<file path="src/rtl/dac_pkg.sv">
// Shared types and defaults for the DAC playback scheduler.
package dac_pkg;

    localparam int ADDR_W_DEF = 16;
    localparam int DIV_W_DEF  = 16;
    localparam int PASS_W     = 16;

    typedef enum logic [1:0] {
        ST_IDLE   = 2'd0,
        ST_READY  = 2'd1,
        ST_PLAY   = 2'd2,
        ST_FINISH = 2'd3
    } state_e;

endpackage

</file>
<file path="src/rtl/dac_rate_div.sv">
// Sample-period divider: one tick every div_i+1 enabled clocks.
module dac_rate_div #(
    parameter int DIV_W = 16
) (
    input  logic             clk_i,
    input  logic             rst_i,
    input  logic             load_i,
    input  logic             en_i,
    input  logic [DIV_W-1:0] div_i,
    output logic             tick_o
);
    logic [DIV_W-1:0] cnt_q, cnt_d;

    assign tick_o = en_i && (cnt_q == '0);

    always_comb begin
        cnt_d = cnt_q;
        if (load_i) begin
            cnt_d = div_i;
        end else if (en_i) begin
            cnt_d = (cnt_q == '0) ? div_i : cnt_q - DIV_W'(1);
        end
    end

    always_ff @(posedge clk_i) begin
        if (rst_i) begin
            cnt_q <= '0;
        end else begin
            cnt_q <= cnt_d;
        end
    end
endmodule

</file>
<file path="src/rtl/dac_play_sched.sv">
// Buffer playback scheduler: config latch, play FSM, address and pass counters.
module dac_play_sched
    import dac_pkg::*;
#(
    parameter int ADDR_W = ADDR_W_DEF,
    parameter int DIV_W  = DIV_W_DEF
) (
    input  logic              axi_aclk,
    input  logic              axi_areset,
    input  logic              cfg_valid,
    output logic              cfg_ready,
    input  logic [ADDR_W-1:0] cfg_start_addr,
    input  logic [ADDR_W-1:0] cfg_length,
    input  logic [DIV_W-1:0]  cfg_div,
    input  logic              cfg_loop,
    input  logic              cmd_start,
    input  logic              cmd_stop,
    output logic              rd_en,
    output logic [ADDR_W-1:0] rd_addr,
    output logic              busy,
    output logic              done,
    output logic              cfg_err,
    output logic [PASS_W-1:0] pass_cnt
);
    state_e            state_q, state_d;
    logic [ADDR_W-1:0] start_q, start_d;
    logic [ADDR_W-1:0] len_q, len_d;
    logic [DIV_W-1:0]  div_q, div_d;
    logic              loop_q, loop_d;
    logic [ADDR_W-1:0] addr_q, addr_d;
    logic [ADDR_W-1:0] idx_q, idx_d;
    logic [PASS_W-1:0] pass_q, pass_d;
    logic              rd_en_q, rd_en_d;
    logic              busy_q, busy_d;
    logic              done_q, done_d;
    logic              err_q, err_d;
    logic              rdy_q, rdy_d;
    logic              hs, last, go, tick;

    assign hs   = cfg_valid && rdy_q;
    assign last = (idx_q == len_q - ADDR_W'(1));

    dac_rate_div #(.DIV_W(DIV_W)) u_div (
        .clk_i  (axi_aclk),
        .rst_i  (axi_areset),
        .load_i (go),
        .en_i   (state_q == ST_PLAY),
        .div_i  (div_q),
        .tick_o (tick)
    );

    always_comb begin
        state_d = state_q;
        start_d = start_q;
        len_d   = len_q;
        div_d   = div_q;
        loop_d  = loop_q;
        addr_d  = addr_q;
        idx_d   = idx_q;
        pass_d  = pass_q;
        rd_en_d = 1'b0;
        err_d   = 1'b0;
        go      = 1'b0;
        unique case (state_q)
            ST_IDLE, ST_READY: begin
                if (hs) begin
                    if (cfg_length != '0) begin
                        start_d = cfg_start_addr;
                        len_d   = cfg_length;
                        div_d   = cfg_div;
                        loop_d  = cfg_loop;
                        state_d = ST_READY;
                    end else begin
                        err_d = 1'b1;
                    end
                end else if (state_q == ST_READY && cmd_start) begin
                    go      = 1'b1;
                    state_d = ST_PLAY;
                    rd_en_d = 1'b1;
                    addr_d  = start_q;
                    idx_d   = '0;
                    pass_d  = '0;
                end
            end
            ST_PLAY: begin
                // A pass is counted the cycle after its final sample.
                if (rd_en_q && last && pass_q != '1) begin
                    pass_d = pass_q + PASS_W'(1);
                end
                if (cmd_stop) begin
                    state_d = ST_FINISH;
                end else if (rd_en_q && last && !loop_q) begin
                    state_d = ST_FINISH;
                end else if (tick) begin
                    rd_en_d = 1'b1;
                    addr_d  = last ? start_q : addr_q + ADDR_W'(1);
                    idx_d   = last ? '0 : idx_q + ADDR_W'(1);
                end
            end
            ST_FINISH: begin
                state_d = ST_READY;
            end
        endcase
        busy_d = (state_d == ST_PLAY);
        done_d = (state_q == ST_PLAY) && (state_d == ST_FINISH);
        rdy_d  = (state_d == ST_IDLE) || (state_d == ST_READY);
    end

    always_ff @(posedge axi_aclk) begin
        if (axi_areset) begin
            state_q <= ST_IDLE;
            start_q <= '0;
            len_q   <= '0;
            div_q   <= '0;
            loop_q  <= 1'b0;
            addr_q  <= '0;
            idx_q   <= '0;
            pass_q  <= '0;
            rd_en_q <= 1'b0;
            busy_q  <= 1'b0;
            done_q  <= 1'b0;
            err_q   <= 1'b0;
            rdy_q   <= 1'b0;
        end else begin
            state_q <= state_d;
            start_q <= start_d;
            len_q   <= len_d;
            div_q   <= div_d;
            loop_q  <= loop_d;
            addr_q  <= addr_d;
            idx_q   <= idx_d;
            pass_q  <= pass_d;
            rd_en_q <= rd_en_d;
            busy_q  <= busy_d;
            done_q  <= done_d;
            err_q   <= err_d;
            rdy_q   <= rdy_d;
        end
    end

    assign cfg_ready = rdy_q;
    assign rd_en     = rd_en_q;
    assign rd_addr   = addr_q;
    assign busy      = busy_q;
    assign done      = done_q;
    assign cfg_err   = err_q;
    assign pass_cnt  = pass_q;
endmodule

</file>
<file path="config.mk">
export PLATFORM = sky130hd
export DESIGN_NAME = dac_play_sched
export DESIGN_NICKNAME = d
export VERILOG_FILES = /design/src/rtl/dac_pkg.sv /design/src/rtl/dac_rate_div.sv /design/src/rtl/dac_play_sched.sv
export SDC_FILE = /design/constraint.sdc
export NUM_CORES = 1
export LEC_CHECK = 0
export ABC_CLOCK_PERIOD_IN_PS = 3300
export CAP_MARGIN = 20
export CELL_PAD_IN_SITES_DETAIL_PLACEMENT = 1
export CELL_PAD_IN_SITES_GLOBAL_PLACEMENT = 1
export CORE_AREA = 8 8 142 144
export DETAILED_ROUTE_END_ITERATION = 8
export DIE_AREA = 0 0 150 152
export HOLD_SLACK_MARGIN = 0.15
export PLACE_DENSITY = 0.71
export RECOVER_POWER = 50
export SYNTH_ARGS = -nofsm -noshare
export SYNTH_HDL_FRONTEND = slang
export SYNTH_SLANG_ARGS = --single-unit
</file>
<file path="constraint.sdc">
create_clock -name axi_aclk -period 3.3 [get_ports axi_aclk]
set_clock_uncertainty 0.05 [all_clocks]
set_input_delay 0.825 -clock axi_aclk [delete_from_list [all_inputs] [get_ports axi_aclk]]
set_output_delay 0.825 -clock axi_aclk [all_outputs]
set_load 0.01 [all_outputs]
</file>
==> results <==
==> cell type report <==
cell class	count	area, um^2
Fill cell	2153	9470
Multi-Input combinational cell	611	3640
Sequential cell	120	2400
Timing Repair Buffer	133	1260
Clock buffer	20	457
Tap cell	229	287
Clock inverter	12	171
Inverter	25	93.8
==> how the worst min path moves through the flow <==
| stage | startpoint | end | cells after the start |
|---|---|---|---|
| floorplan | start_q[9] | start_q[9] | 2 |
| global route | start_q[12] | start_q[12] | 2 |
| global placement | start_q[9] | start_q[9] | 2 |
| finish | start_q[11] | start_q[11] | 2 |
| CTS | start_q[11] | start_q[11] | 2 |
| detailed placement | start_q[11] | start_q[11] | 2 |
==> metal layers <==
metal / global-route usage / part of all wire
met2: 0.324 / 0.50
met3: 0.0389 / 0.028
met5: 0 / 0
met1: 0.224 / 0.45
met4: 0.0843 / 0.027
==> cell usage in the layout, fill, tap and decap left out, types with 4 or more instances in the layout <==
cell type	n
sky130_fd_sc_hd__dfxtp_1	119
sky130_fd_sc_hd__a211oi_1	6
sky130_fd_sc_hd__inv_1	23
sky130_fd_sc_hd__nor2_1	49
sky130_fd_sc_hd__nand2_1	144
sky130_fd_sc_hd__dlygate4sd3_1	38
sky130_fd_sc_hd__xor2_1	11
sky130_fd_sc_hd__a2111o_1	13
sky130_fd_sc_hd__a21oi_1	91
sky130_fd_sc_hd__or3_1	22
sky130_fd_sc_hd__a211oi_2	10
sky130_fd_sc_hd__o32ai_1	11
sky130_fd_sc_hd__or2_2	4
sky130_fd_sc_hd__and2_1	5
sky130_fd_sc_hd__mux2i_1	17
sky130_fd_sc_hd__clkbuf_16	17
sky130_fd_sc_hd__buf_12	4
sky130_fd_sc_hd__and3_1	6
sky130_fd_sc_hd__nand4b_1	4
sky130_fd_sc_hd__o31ai_1	5
sky130_fd_sc_hd__o2111ai_1	7
sky130_fd_sc_hd__nor3_1	26
sky130_fd_sc_hd__nor4_1	16
sky130_fd_sc_hd__nor2b_1	8
sky130_fd_sc_hd__or4_1	7
sky130_fd_sc_hd__a31oi_1	5
sky130_fd_sc_hd__o21ai_1	4
sky130_fd_sc_hd__xnor2_1	11
sky130_fd_sc_hd__clkdlybuf4s50_1	51
sky130_fd_sc_hd__ha_1	5
sky130_fd_sc_hd__buf_4	33
sky130_fd_sc_hd__o21ai_0	48
sky130_fd_sc_hd__nand4_1	18
sky130_fd_sc_hd__bufinv_16	4
sky130_fd_sc_hd__clkinv_2	5
sky130_fd_sc_hd__nand3_1	18
==> cells by family (layout without fill, tap and decap cells) <==
logic type | after synthesis | in the layout | share of synthesized area
AOI/OAI and AO/OA | 226 | 226 | 0.230
xor gates and xnor gates | 22 | 22 | 0.0305
adders and majority gates | 6 | 6 | 0.0119
buffers and inverters | 82 | 190 | 0.0569
DFF | 120 | 120 | 0.381
muxes | 17 | 17 | 0.0270
and+or+nand+nor | 340 | 340 | 0.263
==> synthesized netlist by cell type, drive strengths merged (7+ instances only) <==
cell	n	area, um^2
a2111o	13	146
a211oi	16	120
a21oi	91	455
buf	15	108
clkbuf	42	158
dfxtp	120	2400
inv	25	93.8
mux2i	17	170
nand2	144	541
nand3	18	90.1
nand4	18	113
nor2	50	195
nor2b	8	50.1
nor3	27	140
nor4	18	134
o2111ai	7	61.3
o21ai	53	265
o32ai	11	96.3
or3	22	138
or4	7	52.6
xnor2	11	96.3
xor2	11	96.3
==> stage by stage <==
step	util	setup TNS [ns]
final	0.468	0
after global routing	0.468	0
after CTS	0.465	0
after detailed placement	0.428	-1.08
after global placement	0.428	0
after floorplan	-	0
==> registers in the layout (all words and copies together) (netlist names) <==
signal / count
u_div.cnt_q: 16
len_q: 16
rd_en: 1
rd_addr: 16
start_q: 16
pass_cnt: 16
cfg_err: 1
idx_q: 16
state_q: 2
cfg_ready: 1
loop_q: 1
busy: 1
div_q: 16
done: 1
==> worst max-delay path, stage by stage, from the launching register on <==
cell                       delay, ns
sky130_fd_sc_hd__dfxtp_1        0.35
sky130_fd_sc_hd__inv_2          0.08
sky130_fd_sc_hd__ha_4           0.15
sky130_fd_sc_hd__or4b_4         0.50
sky130_fd_sc_hd__o41ai_2        0.22
sky130_fd_sc_hd__o21ai_1        0.14
sky130_fd_sc_hd__a2111o_1       0.43
sky130_fd_sc_hd__nor4_4         0.34
sky130_fd_sc_hd__buf_4          0.18
sky130_fd_sc_hd__nor2_4         0.04
sky130_fd_sc_hd__buf_4          0.20
sky130_fd_sc_hd__a211oi_1       0.23
sky130_fd_sc_hd__o32ai_1        0.10
==> power groups by stage <==
| stage | clock [mW] | sequential (mW) | combinational [mW] |
|---|---|---|---|
| 6_report | 2.01 | 1.57 | 1.10 |
| 5_1_grt | 2.12 | 1.58 | 1.24 |
| 4_1_cts | 2.06 | 1.57 | 1.10 |
| 3_5_place_dp | 0 | 1.60 | 1.09 |
| 3_3_place_gp | 0 | 1.60 | 1.04 |
| 2_1_floorplan | 0 | 1.58 | 0.752 |
==> timing repair <==
| action | CTS | global route |
|---|---|---|
| setup endpoints to repair | 17 | 41 |
| pin swaps | 2 | 6 |
| buffers inserted | 3 | 0 |
| resized for setup | 2 | 19 |
==> results.md <==
- The netlist uses 60 different library cells.
- The final non-filler cell total is 1150.
- Dividing the final minimum period by the clock period gives 0.958.
- In this run the count of I/O pins placed on the die edge is roughly 90.
- The congestion estimate from routability-driven global placement came to 0.829.
- The post-route worst setup slack is between 0.1 and 0.15 ns.
- The gate count after technology mapping is 813.
- The proportion of layout cells with a drive suffix above 1 is 0.113.
- In this run, CTS created clock tree buffers numbering 17.
- The share of synthesized registers carrying an async set or reset is 0.
- The tree is rooted in a sky130_fd_sc_hd__clkbuf_16.
- In this run the critical register-to-register path is launched from len_q[1].
- The clock transition time at the flip-flop clock pins of the worst setup and hold paths is 0.06 ns.
- For this run, the post-layout net count is 968.
- The worst slew slack as a fraction of its limit is 0.450.
- The first-pass GRT wire length is roughly 35000 um.
- The overall power after layout is 4.68 mW.
- The area added between synthesis and finish is 31.8%.
- The average size of a mapped cell is around 7.8 um^2.
- The number of hold-repair buffers added at the cts stage is 0.
- Across all layers, the routed design uses 6445 vias.
- The H-tree depth is 4.
- Setup repair after global routing left no endpoint under its margin.
- The placed standard-cell area is 7610 um^2.
- The number of input and output port buffers inserted is 90.
- The achievable clock frequency is 316 MHz.
- The max-slew violation total from the final report was 0.
- Along the worst path, the maximum fanout reaches 12.
- Entering global routing, the biggest net connects 73 pins.
- The die is 150 um wide.
- The core area is ~18000 um^2.
- The worst setup path is of the register to register kind.
- The final hold violation count is 0.
- The all-layer global routing usage is 0.190.
- The analysis attributes to cell leakage a power of 3.07 nW.
- Counting every net in the synthesized netlist gives 873.
- The total half-perimeter wirelength after legalization and detailed placement is 15400 um.
- The buffer depth of the longest clock path is 2.
- The post-synthesis instance area is 6310 um^2.
- The reg-to-reg setup timing slack is 0.14 ns.
- The number of design-rule violations left by the first detailed-router iteration is 280.
- The net switching share of the total power is 0.305.
- The placement row count is 49.
- In this run, synthesis produced a sequential element count of 120.
- The TritonCTS clock tree is done.
- The share of total power in combinational logic is 0.234.
- Tracing the worst setup path back leads to its startpoint at len_q[1].
- The part of the power in the clock network is 0.430.
- The final antenna diode count is 0.
- The initial standard-cell utilization of the core is 0.355.
- After detailed routing, the number of vias per cell comes to around 5.6.
- The share of the Yosys chip area taken by registers is 0.381.
- The worst setup path is captured at a register.
- Counting every sink on the clock net gives 120.
- The final cell area excluding filler cells is between 8000 and 9000 um^2.
- The smallest hold slack is approximately 0.41 ns.
- The Yosys step of the flow raised 0 warnings.
- The number of enable-type register cells in the synthesized netlist is 0.
- The required time at the endpoint of the critical path is 3.54 ns.
- The final layout contains routed wiring with a total length of ~21000 um.
- The switching component of the power is 1.43 mW.
- In this run the power density over the cells is roughly 560 nW/um^2.
- The flow ran to the end, and the final reports show no timing, DRC or antenna violations.
- The endpoint of the lowest-slack register-to-register path is rd_addr[4].
- The startpoint type of the worst setup path is a register.
- The share of total power dissipated in sequential elements is 0.336.
- Measured along the y axis, the die boundary spans 152 um.
- The total die area is 22800 um^2.
- The worst-case reg-to-reg path depth is 12.
- The type of the worst min-delay path is register to register.
- Global routing finished with a remaining overflow of 0.
- The via count of the first global-routing pass was roughly 6800.
- The detail route stage leaves a number of antenna-violating nets equal to 0.
- The count of unresolved DRC violations after routing is 0.
- The worst-case IR drop observed on VDD is 0.371 mV.
- The total iterations of the first detailed-routing run is 4.
- OpenSTA, run right after detailed placement, puts the worst setup slack at -0.0897 ns.
- Setup violations remaining at the end of the flow were counted as 0.
- The tool flagged a number of max-cap violations equal to 0.
- The number of placed instances with taps included is around 1100.
- The later pin in the worst-skew pair is clocked with a latency of 0.43 ns.
- For this run, the leading register cell type out of synthesis is sky130_fd_sc_hd__dfxtp_1.
- Cell internal power was estimated by the tool at 3.25 mW.
- The worst path needs 3.16 ns of the cycle, external delays included.
- The initial antenna violation count came to 0.
- The average wire length per cell after detail routing is 18.7 um.
- The arrival time of data at the critical path endpoint is 3.40 ns.
- Following the worst setup path forward leads to its endpoint at rd_addr[4].
- The slew at the pin closest to its max-slew limit is 0.825 ns.
No activity file was read; power rests on OpenSTA's default activity.
